File: src/rtl/cronometro_pkg.sv
// cronometro_pkg: shared state encoding and default tick divider for the stopwatch chain.
// Also imported by the digit counters.
package cronometro_pkg;
   localparam logic [1:0] IDLE  = 2'b00;
   localparam logic [1:0] RUN   = 2'b01;
   localparam logic [1:0] LAP   = 2'b10;
   localparam logic [1:0] PAUSE = 2'b11;
   localparam int unsigned DIV_DEFAULT = 500000;
endpackage

File: src/rtl/detector_flanco.sv
// detector_flanco: rising-edge detector for one debounced, clk-synchronous button.
// Ports: clk, reset (sync, active-low), btn (level in), flanco (combinational edge out).
// prev resets to 1, so a button held through reset release gives no edge.
module detector_flanco (
   input  logic clk,
   input  logic reset,
   input  logic btn,
   output logic flanco
);
   logic prev;
   always_ff @(posedge clk)
      prev <= !reset ? 1'b1 : btn;
   assign flanco = btn & ~prev;
endmodule

File: src/rtl/control_cronometro.sv
// control_cronometro: run/lap/pause sequencer producing the centisecond tick and clear pulse.
// Ports: clk, reset (sync, active-low), btn_ss/btn_lap/btn_clr (debounced levels),
//        cnt_en (tick), cnt_clr (clear pulse), disp_hold (LAP freeze), running, state.
module control_cronometro
   import cronometro_pkg::*;
#(
   parameter int unsigned DIV = DIV_DEFAULT
) (
   input  logic       clk,
   input  logic       reset,
   input  logic       btn_ss,
   input  logic       btn_lap,
   input  logic       btn_clr,
   output logic       cnt_en,
   output logic       cnt_clr,
   output logic       disp_hold,
   output logic       running,
   output logic [1:0] state
);
   localparam int W = $clog2(DIV);
   logic         ss_e, lap_e, clr_e, clr_pulse, idle_or_pause;
   logic [1:0]   nxt;
   logic [W-1:0] pre;
   logic         wrap;

   detector_flanco u_ss  (.clk(clk), .reset(reset), .btn(btn_ss),  .flanco(ss_e));
   detector_flanco u_lap (.clk(clk), .reset(reset), .btn(btn_lap), .flanco(lap_e));
   detector_flanco u_clr (.clk(clk), .reset(reset), .btn(btn_clr), .flanco(clr_e));

   // ss outranks lap and clr; a losing edge is simply dropped
   always_comb begin
      idle_or_pause = (state == IDLE) || (state == PAUSE);
      clr_pulse     = clr_e && !ss_e && idle_or_pause;
      nxt = ss_e                     ? (idle_or_pause ? RUN : PAUSE) :
            lap_e && state == RUN    ? LAP :
            lap_e && state == LAP    ? RUN :
            clr_pulse                ? IDLE : state;
   end

   // running mirrors state RUN/LAP, so it gates the prescaler using the current state
   assign wrap = running && (pre == W'(DIV - 1));

   always_ff @(posedge clk) begin
      if (!reset) begin
         state     <= IDLE;
         running   <= 1'b0;
         disp_hold <= 1'b0;
         cnt_en    <= 1'b0;
         cnt_clr   <= 1'b0;
         pre       <= '0;
      end else begin
         state     <= nxt;
         running   <= (nxt == RUN) || (nxt == LAP);
         disp_hold <= nxt == LAP;
         cnt_en    <= wrap;
         cnt_clr   <= clr_pulse;
         pre       <= clr_pulse ? '0 : wrap ? '0 : running ? pre + 1'b1 : pre;
      end
   end
endmodule

File: config.mk
export PLATFORM = sky130hd
export DESIGN_NAME = control_cronometro
export DESIGN_NICKNAME = d
export VERILOG_FILES = /design/src/rtl/cronometro_pkg.sv /design/src/rtl/detector_flanco.sv /design/src/rtl/control_cronometro.sv
export SDC_FILE = /design/constraint.sdc
export NUM_CORES = 1
export LEC_CHECK = 0
export ABC_CLOCK_PERIOD_IN_PS = 2450
export CORE_ASPECT_RATIO = 1.2
export CORE_MARGIN = 1
export CORE_UTILIZATION = 32
export DETAILED_ROUTE_END_ITERATION = 8
export GPL_ROUTABILITY_DRIVEN = 0
export REMOVE_ABC_BUFFERS = 1
export SLEW_MARGIN = 20
export SYNTH_ARGS = -nofsm -noshare
export SYNTH_HDL_FRONTEND = slang
export SYNTH_SLANG_ARGS = --single-unit
File: constraint.sdc
create_clock -name clk -period 2.45 [get_ports clk]
set_input_delay 0.245 -clock clk [delete_from_list [all_inputs] [get_ports clk]]
set_output_delay 0.245 -clock clk [all_outputs]
set_load 0.01 [all_outputs]
==> run summary <==
The standard cell area after detailed placement came out at 1430 µm². The number of slew-limit violations in the final report is 0. Traced cell by cell, the critical path runs through ha_1, nand4_1, or4_1, or3_1, a21oi_1. 0 antenna diodes ended up in the layout. The wire length of the first global-routing pass is 3940 µm. Clock skew on the completed layout was measured at 0.00540 ns.

The analysis attributes to cell leakage a power of 0.487 nW. The required time reported for the critical path endpoint came out at 2.67 ns. The minimum clock period came out at 1.85 ns.

The unique cell type count in the Yosys netlist came out at 37. The post-layout net count is 160. Across the VDD grid, the largest voltage drop is 215 µV. The number of design-rule violations left by the first detailed-router iteration is 29. The number of input and output port buffers inserted came out at 10.

For this block, the routed nets add up to 2420 µm of wire. The number of vias in the routed layout came out at 1017. STA classifies the critical path startpoint as a register. The die extent in x came out at 60.1 µm.

Leaving out fill and tap cells, the most frequent cell in the layout is dfxtp_1. The first detailed-routing pass took 4 iterations. After clock tree synthesis, the clock-pin slew on the worst setup and hold paths is 0.10 ns. The accumulated negative setup slack came out at 0 ns. STA puts the critical path data arrival time at 2.07 ns. Using the TritonRoute via totals, the vias-per-cell ratio works out to 4.99. The total CTS buffers is 3.

The flip-flop and latch count after synthesis came out at 28. The area of the die came out at 4310 µm². The critical path is of the reg -> reg type.

For this run, the number of Yosys warnings is 0. The cell chosen for the clock root is clkbuf_8. The overall fraction of global-route tracks in use came out at 0.117. The sum of overflow across all layers after global routing came out at 0.

Setup repair after global routing left no endpoint under its margin. The flow ran to the end, and the final reports show no timing, DRC or antenna violations. Setup violations remaining at the end of the flow were counted as 0. The clock net sink count is 28. The routed wirelength normalized by instance count is 11.8 µm. The DRC violation count after routing is 0. The number of hold-slack violations in the final timing report came out at 0. The number of global-route vias before repair came out at 944. The standard-cell row count is 25. The worst setup slack after placement came out at 0.604 ns. Measured against its own limit, the worst slew margin works out to 0.801.

The final period utilization is 0.754. The post-cts hold buffer count is 0. The netlist area before placement is 1300 µm².

The number of H-tree levels is 1. Entering global routing, the biggest net connects 20 pins. For this design, the slowest cell found on the critical path is or4_1. The post-cts sizing count came out at 0. The mean cell area of the mapped netlist came out at 9.27 µm². The achievable clock frequency is 541 MHz. The largest fanout on the critical path is 4.

The detail route stage leaves a number of antenna-violating nets equal to 0. The clock reaches the later pin of the worst-skew pair after 0.28 ns. The synthesized netlist cell count came out at 140. The CTS tree is done. The kind of end point of the critical path is a register. In this run the worst hold path is classified as reg -> reg. Of the cells placed in the final design, the portion with a size suffix greater than 1 is 0.0733. In this run the deepest clock path goes through 2 buffers.

The max-capacitance violation count came out at 0. The area added between synthesis and finish is 14.8%. The setup slack after layout came out at 0.603 ns. The area of the placeable core came out at 3910 µm². The proportion of synthesized chip area in sequential cells is 0.432. The die height is 71.8 µm.

Detailed placement finished with a half-perimeter wire length of 1890 µm. In this run the power density over the cells is 554 nW/µm². The number of buffers added for setup after CTS came out at 0. The slew at the pin closest to its max-slew limit is 0.295 ns. The count of boundary I/O pins is 11. The delay of the slowest cell on the worst path is 0.60 ns.

Summing all non-filler instances in the final layout gives an area of 1490 µm². The top cell types in the final layout, fill and taps aside, are 28 x dfxtp_1, 14 x nor2_1, 10 x clkdlybuf4s50_1. The number of antenna violations at the first check in global routing is 0. The initial core utilization is 0.332.
[layout make-up]
cell class | instances | area [µm²]
fillers | 396 | 2420
clock buffers | 4 | 55.1
repair buffers | 11 | 108
inverters | 4 | 15.0
multi-input cells | 103 | 683
flip-flops and latches | 28 | 561
well taps | 54 | 67.6
[Yosys cell counts, drive strengths merged]
library cell	number	area [µm²]
nand4	6	37.5
nand2b	3	18.8
a21oi	9	45.0
or2	1	6.26
o311ai	1	26.3
and4	2	17.5
or4	3	22.5
a21bo	1	10.0
xnor2	4	35.0
nor4	2	12.5
ha	4	50.1
or3	5	31.3
nor2	14	52.6
nand3	7	40.0
and2	4	25.0
nand2	7	26.3
dfxtp	28	561
o211ai	1	7.51
nor2b	1	6.26
o41ai	1	8.76
nor3	2	10.0
mux2i	1	10.0
nor4bb	1	10.0
xor2	6	52.6
o31ai	2	15.0
buf	5	38.8
o21ai	6	30.0
or2b	2	17.5
and3	1	6.26
inv	4	15.0
or4b	2	23.8
nand3b	3	22.5
a31oi	1	6.26
[per-stage QoR]
| step | power (mW) | instances | hold WS [ns] | utilization |
|---|---|---|---|---|
| detailed placement | 0.548 | 200 | 0.483 | 0.367 |
| global placement | 0.546 | 200 | 0.471 | 0.367 |
| CTS | 0.833 | 204 | 0.499 | 0.381 |
| floorplan | 0.518 | 135 | 0.318 | - |
| global route | 0.857 | 204 | 0.527 | 0.381 |
| finish | 0.825 | 204 | 0.500 | 0.381 |
[where the power goes]
group          switching (mW)  internal, mW
registers              0.0110         0.465
clock network           0.144         0.144
logic                  0.0267        0.0334
[logic make-up (layout without fill, tap and decap cells)]
| kind of cell | Yosys count | after routing | synth area share |
|---|---|---|---|
| fa+ha+maj | 4 | 4 | 0.0386 |
| buf+inv | 9 | 19 | 0.0415 |
| simple gates | 66 | 66 | 0.298 |
| mux | 1 | 1 | 0.00771 |
| compound gates | 22 | 22 | 0.115 |
| flops | 28 | 28 | 0.432 |
| xor+xnor | 10 | 10 | 0.0675 |
[worst max-delay path: cells and delay by family, from the launching register on]
family | cells | cell delay, ns
AOI/OAI and AO/OA | 1 | 0.13
DFF | 1 | 0.41
and+or+nand+nor | 3 | 1.04
adders and majority gates | 1 | 0.21
[sequential cells by signal, summed over array words and instances (netlist names)]
signal and flops:
cnt_clr 1, disp_hold 1, u_clr.prev 1, u_lap.prev 1
pre 19, u_ss.prev 1, state 2, running 1
cnt_en 1
[routing by layer]
layer  GRT usage  routed length, µm  up-vias
li1            -                  -      522
met1       0.127               1070      479
met2       0.216               1270       12
met3      0.0217                 51        4
met4      0.0465                 30        0
met5           0                  0        -
[final timing paths]
kind,startpoint,endpoint,slack [ns],cells past startpoint
setup reg to reg,pre[0],pre[18],0.60,5
hold / removal,pre[18],pre[18],0.50,2
hold reg to reg,pre[18],pre[18],0.50,2
setup / recovery,pre[0],pre[18],0.60,5
Note: power is estimated with default switching activity, not from simulation.
